## config.mk

```make
export PLATFORM = sky130hd
export DESIGN_NAME = clk_period_meter
export DESIGN_NICKNAME = d
export VERILOG_FILES = /design/src/rtl/clk_meter_pkg.sv /design/src/rtl/clk_period_meter_sync_edge_detect.sv /design/src/rtl/clk_period_meter.sv
export SDC_FILE = /design/constraint.sdc
export NUM_CORES = 1
export LEC_CHECK = 0
export ABC_AREA = 1
export BUFFER_PORTS_ARGS = -buffer_cell sky130_fd_sc_hd__buf_2
export CORE_MARGIN = 1.5
export CORE_UTILIZATION = 62
export CTS_CLUSTER_DIAMETER = 50
export CTS_CLUSTER_SIZE = 14
export DETAILED_ROUTE_END_ITERATION = 10
export PLACE_DENSITY = 0.84
export REMOVE_ABC_BUFFERS = 1
export SLEW_MARGIN = 20
export SYNTH_ARGS = -nofsm -noshare
export SYNTH_HDL_FRONTEND = slang
export SYNTH_SLANG_ARGS = --single-unit
```

## constraint.sdc

```tcl
create_clock -name clk_in -period 3 [get_ports clk_in]
set_input_delay 0.15 -clock clk_in [delete_from_list [all_inputs] [get_ports clk_in]]
set_output_delay 0.15 -clock clk_in [all_outputs]
set_load 0.03 [all_outputs]
```

## src/rtl/clk_meter_pkg.sv

```systemverilog
// Shared types and constants for the clock period meter.
package clk_meter_pkg;

  typedef enum logic [1:0] {
    IDLE    = 2'd0,
    ARM     = 2'd1,
    MEASURE = 2'd2
  } meter_state_e;

  localparam int unsigned DEFAULT_WIDTH = 32'd31;

  // A divider with terminal count F toggles every F+1 cycles, so a full period is 2*(F+1).
  function automatic int unsigned divider_period(input int unsigned final_count);
    return 32'd2 * (final_count + 32'd1);
  endfunction

  localparam int unsigned DEFAULT_EXPECTED = divider_period(32'd20000);

endpackage

```

## src/rtl/clk_period_meter_sync_edge_detect.sv

```systemverilog
// Two-flop synchroniser plus a delay flop; rise pulses for one cycle per rising edge of d.
module sync_edge_detect (
  input  logic clk_in,
  input  logic rst,
  input  logic d,
  output logic rise
);

  logic s1_q;
  logic s2_q;
  logic s3_q;

  // Synchroniser chain and edge-history flop
  always_ff @(posedge clk_in) begin
    if (rst) begin
      s1_q <= 1'b0;
      s2_q <= 1'b0;
      s3_q <= 1'b0;
    end else begin
      s1_q <= d;
      s2_q <= s1_q;
      s3_q <= s2_q;
    end
  end

  assign rise = s2_q & ~s3_q;

endmodule

```

## src/rtl/clk_period_meter.sv

```systemverilog
// Measures the period of a slow asynchronous signal in clk_in cycles, with timeout.
// Optional lock detection is built when CLK_PERIOD_METER_LOCK_DETECT_EN is defined.
module clk_period_meter
  import clk_meter_pkg::*;
#(
  parameter int unsigned WIDTH    = DEFAULT_WIDTH,
  parameter int unsigned TIMEOUT  = 32'd1000000,
  parameter int unsigned EXPECTED = DEFAULT_EXPECTED,
  parameter int unsigned TOL      = 32'd2,
  parameter int unsigned LOCK_CNT = 32'd4
) (
  input  logic             clk_in,
  input  logic             rst,
  input  logic             en,
  input  logic             sig_in,
  output logic [WIDTH-1:0] period_out,
  output logic             period_valid,
  output logic             timeout,
  output logic             locked
);

  localparam logic [WIDTH-1:0] TIMEOUT_C = WIDTH'(TIMEOUT);
  localparam logic [WIDTH-1:0] ONE_C     = WIDTH'(1'b1);
  localparam logic [WIDTH-1:0] ZERO_C    = {WIDTH{1'b0}};

  if ((64'(TIMEOUT) >= (64'd1 << WIDTH)) || (LOCK_CNT == 32'd0) ||
      ((64'(EXPECTED) + 64'(TOL)) >= (64'd1 << WIDTH))) begin : g_param_check
    $error("clk_period_meter: TIMEOUT/EXPECTED+TOL must fit in WIDTH and LOCK_CNT must be nonzero");
  end

  meter_state_e     state_q;
  logic [WIDTH-1:0] count_q;
  logic [WIDTH-1:0] period_q;
  logic             period_valid_q;
  logic             timeout_q;
  logic             rise_s;

  sync_edge_detect u_sync (
    .clk_in (clk_in),
    .rst    (rst),
    .d      (sig_in),
    .rise   (rise_s)
  );

  // Measurement FSM; arming loads count=1 so ARM times out TIMEOUT cycles after en
  always_ff @(posedge clk_in) begin
    if (rst) begin
      state_q        <= IDLE;
      count_q        <= ZERO_C;
      period_q       <= ZERO_C;
      period_valid_q <= 1'b0;
      timeout_q      <= 1'b0;
    end else if (!en) begin
      state_q        <= IDLE;
      count_q        <= ZERO_C;
      period_valid_q <= 1'b0;
      timeout_q      <= 1'b0;
    end else begin
      period_valid_q <= 1'b0;
      case (state_q)
        IDLE: begin
          state_q <= ARM;
          count_q <= ONE_C;
        end
        ARM: begin
          if (rise_s) begin
            state_q <= MEASURE;
            count_q <= ONE_C;
          end else if (count_q == TIMEOUT_C) begin
            timeout_q <= 1'b1;
            count_q   <= ZERO_C;
          end else begin
            count_q <= count_q + ONE_C;
          end
        end
        MEASURE: begin
          // A rise on the timeout cycle still yields a valid measurement.
          if (rise_s) begin
            period_q       <= count_q;
            period_valid_q <= 1'b1;
            timeout_q      <= 1'b0;
            count_q        <= ONE_C;
          end else if (count_q == TIMEOUT_C) begin
            timeout_q <= 1'b1;
            count_q   <= ZERO_C;
            state_q   <= ARM;
          end else begin
            count_q <= count_q + ONE_C;
          end
        end
        default: begin
          state_q <= IDLE;
          count_q <= ZERO_C;
        end
      endcase
    end
  end

  assign period_out   = period_q;
  assign period_valid = period_valid_q;
  assign timeout      = timeout_q;

`ifdef CLK_PERIOD_METER_LOCK_DETECT_EN
  localparam int unsigned       LCW    = $clog2(LOCK_CNT + 32'd1);
  localparam logic [LCW-1:0]    LOCK_C = LCW'(LOCK_CNT);
  localparam logic [WIDTH:0]    LO_C   = (EXPECTED > TOL) ? (WIDTH + 1)'(EXPECTED - TOL) : {(WIDTH + 1){1'b0}};
  localparam logic [WIDTH:0]    HI_C   = (WIDTH + 1)'(EXPECTED + TOL);

  logic [LCW-1:0] match_q;
  logic [LCW-1:0] match_d;
  logic           locked_q;
  logic           locked_d;
  logic           valid_evt_s;
  logic           tmo_evt_s;
  logic           in_tol_s;

  // Lock qualification evaluated on the same cycle the FSM publishes a measurement
  always_comb begin
    valid_evt_s = en && (state_q == MEASURE) && rise_s;
    tmo_evt_s   = en && !rise_s && (count_q == TIMEOUT_C) &&
                  ((state_q == ARM) || (state_q == MEASURE));
    in_tol_s    = ({1'b0, count_q} >= LO_C) && ({1'b0, count_q} <= HI_C);
    match_d     = match_q;
    locked_d    = locked_q;
    if (!en || tmo_evt_s) begin
      match_d  = {LCW{1'b0}};
      locked_d = 1'b0;
    end else if (valid_evt_s) begin
      if (in_tol_s) begin
        if (match_q != LOCK_C) begin
          match_d = match_q + LCW'(1'b1);
        end else begin
          match_d = match_q;
        end
        locked_d = (match_d == LOCK_C);
      end else begin
        match_d  = {LCW{1'b0}};
        locked_d = 1'b0;
      end
    end else begin
      match_d  = match_q;
      locked_d = locked_q;
    end
  end

  // Lock state registers
  always_ff @(posedge clk_in) begin
    if (rst) begin
      match_q  <= {LCW{1'b0}};
      locked_q <= 1'b0;
    end else begin
      match_q  <= match_d;
      locked_q <= locked_d;
    end
  end

  assign locked = locked_q;
`else
  assign locked = 1'b0;
`endif

endmodule
```

==> impl_metrics.py <==
metrics = {
    "routing": {
        "ant_nets": 0,
        "remaining_drc_errors": 0,
        "via_per_inst": 4.88,
        "first_pass_iters": 4,
        "wl_per_cell_um": 11.0,
        "totalWireLength_um": 6090,
        "num_vias": 2710,
        "drtIter0Drc": 167,
    },
    "timing": {
        "worst-slew-pin-transition_ps": 932,
        "grt_setup_unrepaired": "false",
        "final-setup-viol-count": 0,
        "final_hold_viol_count": 0,
        "fmax_mhz": 461,
        "final-max-slew-violation-count": 0,
        "worst_slack_ps": 832,
        "period_needed_ps": 2170,
        "fin_crit_sh_pct": 72.3,
        "relSlewSlack_pct": 37.8,
        "finalSetupTns_ps": 0,
        "finalClockSkew_ps": 4.54,
    },
    "layout": {
        "layout-area-overhead-vs-synth_pct": 11.8,
        "diodes": 0,
        "layout-drive-gt1-share_pct": 15.9,
        "fillCellCount": 441,
        "multi_input_comb_area_um2": 1490,
        "final_cells": 555,
        "final_nets": 493,
        "seq_area_um2": 1380,
    },
    "global_route": {
        "grt_pass1_wl_um": 10600,
        "grt_busiest_layer": "met2",
        "use_met2_pct": 42.2,
        "grt_use_met3_pct": 4.95,
        "grt_overflow": 0,
        "grt_max_degree": 63,
        "use_met1_pct": 30.6,
        "grt_pass1_vias": 2466,
        "antenna_found_initial": 0,
        "grtUsageTotal_pct": 24.8,
    },
    "synth": {
        "synth-edff-count": 0,
        "ys_ff_latch": 69,
        "ys.flop_type": "dfxtp_1",
        "synth.area.top_cells": "dfxtp_1 (43%), inv_1 (8.8%), nor2_1 (7.6%)",
        "synth_async_sr_flop_share_pct": 0,
        "synth_cell_type_count": 27,
        "avgSynthCellArea_um2": 7.25,
        "synth_most_common_cell": "inv_1",
        "yosysSeqAreaShare_pct": 42.8,
        "synth_common_cells": "inv_1 (76), dfxtp_1 (69), nor2_1 (65), nand2_1 (62), a21oi_1 (37)",
        "synthesis.area_um2": 3220,
        "synth_cells": 445,
        "yosys_warnings": 0,
        "synth_top_cell_by_area": "dfxtp_1",
        "yosys.area.top_type_share_pct": 42.8,
    },
    "clock_network": {
        "clock_tree.root_cell": "clkbuf_8",
        "ctsResizeCount": 0,
        "cts_buffer_depth": 2,
        "clk_pin_slew_ps": 70,
        "postCtsHoldBufs": 0,
        "numCtsBuffers": 9,
        "cts_tree": "built",
        "cts.sinks": 69,
        "postCtsSetupBuffers": 0,
        "htree_levels": 3,
        "clk_latency_ps": 340,
    },
    "floorplan": {
        "coreArea_um2": 5070,
        "core.rowCount": 26,
        "fp.dieArea_um2": 5640,
        "chipWidth_um": 75.1,
        "start_util_pct": 63.5,
        "die_h_um": 75.1,
        "pin_count": 38,
    },
    "critical_path": {
        "path_cells": "inv_1 > ha_1 > nand3_2 > o21ai_0 > a21oi_1",
        "cp_slowest_stage_delay_ps": 740,
        "startpoint_type": "flip-flop",
        "r2r-start": "state_q[0]",
        "critPathMaxFanout": 62,
        "crit_start": "state_q[0]",
        "crit_arrival_ps": 2360,
        "crit_family": "simple AND/OR/NAND/NOR gates",
        "crit_buf_inv": 1,
        "r2r_slack_ps": 830,
        "cp-end-kind": "flip-flop",
        "worstSetupPathType": "reg2reg",
        "reg2reg_to": "period_out[13]",
        "worstPathRequired_ps": 3190,
        "worstRegToRegCells": 5,
        "cpMaxStageDelayCell": "nand3_2",
    },
    "worst_hold_path": {
        "min_to": "u_sync.s3_q",
        "worstHoldPathType": "in2reg",
        "min_from": "rst",
        "min_delay_path_depth": 2,
    },
    "pwr": {
        "vdd_drop_max_mv": 0.305,
        "p_leak_nw": 1.38,
        "clockPowerShare_pct": 39.6,
        "p_switching_uw": 355,
        "p_per_area_nw_per_um2": 446,
        "internal_power_mw": 1.25,
        "pwr-share-comb_pct": 2.9,
        "p_sw_share_pct": 22.1,
        "seq_power_share_pct": 57.5,
    },
    "placement": {
        "place_ws_ps": 827,
        "gp_congestion": 0.941,
        "io_buffers": 36,
        "placed_cells": 540,
        "dp_hpwl_um": 4450,
    },
    "job": {
        "max_cap_violations": 0,
    },
    "run_status": {
        "status": "complete, no violations",
    },
}
worst reg2reg max path, stage by stage, from the launching register on:
cell,delay [ps]
dfxtp_1,340
inv_1,120
ha_1,260
nand3_2,740
o21ai_0,490
a21oi_1,70
stage by stage:
stage | instance area [µm²] | utilization [%] | power (mW) | hold WS, ps
floorplan | 3160 | - | 0.977 | 221
global placement | 3440 | 67.9 | 0.988 | 351
detailed placement | 3440 | 67.9 | 0.991 | 361
CTS | 3600 | 71.0 | 1.62 | 4.19
global route | 3600 | 71.0 | 1.66 | 15.8
finish | 3600 | 71.0 | 1.61 | 7.33
layout by cell type, fill, tap and decap left out, types with 6 or more instances in the layout:
cell type	netlist	routed
ha_1	8	8
nor3_1	14	14
buf_2	0	36
a21oi_1	37	37
inv_1	76	76
nand3_1	10	9
clkbuf_8	0	10
nand4_1	6	6
nand2_2	10	10
o21ai_0	35	35
dfxtp_1	69	69
xor2_1	18	18
nor2_1	65	65
nor2_4	7	7
nand2_1	62	62
final cells by class:
cell class | count | area share [%]
clock buffers | 13 | 4.13
clock inverters | 2 | 0.278
inverters | 79 | 8.23
multi-input cells | 285 | 41.4
flip-flops and latches | 69 | 38.3
well taps | 70 | 2.43
repair buffers | 37 | 5.21
worst max path at each step:
stage	end	slack (ps)	cells after the start
after global placement	period_out[13]	970	5
after global routing	period_out[5]	480	5
after detailed placement	period_out[13]	830	5
after floorplan	period_out[0]	810	5
final	period_out[13]	830	5
after CTS	period_out[13]	820	5
sequential cells by signal, indices dropped and copies added (netlist names):
| register | cells |
|---|---|
| u_sync.s1_q | 1 |
| u_sync.s2_q | 1 |
| state_q | 2 |
| period_valid | 1 |
| period_out | 31 |
| count_q | 31 |
| timeout | 1 |
| u_sync.s3_q | 1 |
power groups by stage:
stage	sequential, mW	combinational, mW	clock, mW
floorplan	0.943	0.0339	0
global placement	0.943	0.0451	0
detailed placement	0.944	0.0470	0
CTS	0.923	0.0471	0.647
global route	0.923	0.0549	0.687
finish	0.923	0.0470	0.636
kinds of logic (layout without fill, tap and decap cells):
kind of cell	after synthesis	count (layout)	share of synthesized area [%]
AND/OR/NAND/NOR	181	181	25.7
buffers and inverters	91	131	11.1
AO/OA/AOI/OAI	76	76	12.1
flip-flops	69	69	42.8
XOR/XNOR	19	19	5.16
adder cells (fa/ha/maj)	8	8	3.10
other	1	1	0.116
per-layer routing:
| metal | wire length (µm) | share of wire [%] |
|---|---|---|
| met5 | 0 | 0 |
| met4 | 103 | 1.7 |
| met3 | 214 | 3.5 |
| met2 | 2920 | 48 |
| met1 | 2850 | 47 |
No activity file was read; power rests on OpenSTA's default activity.
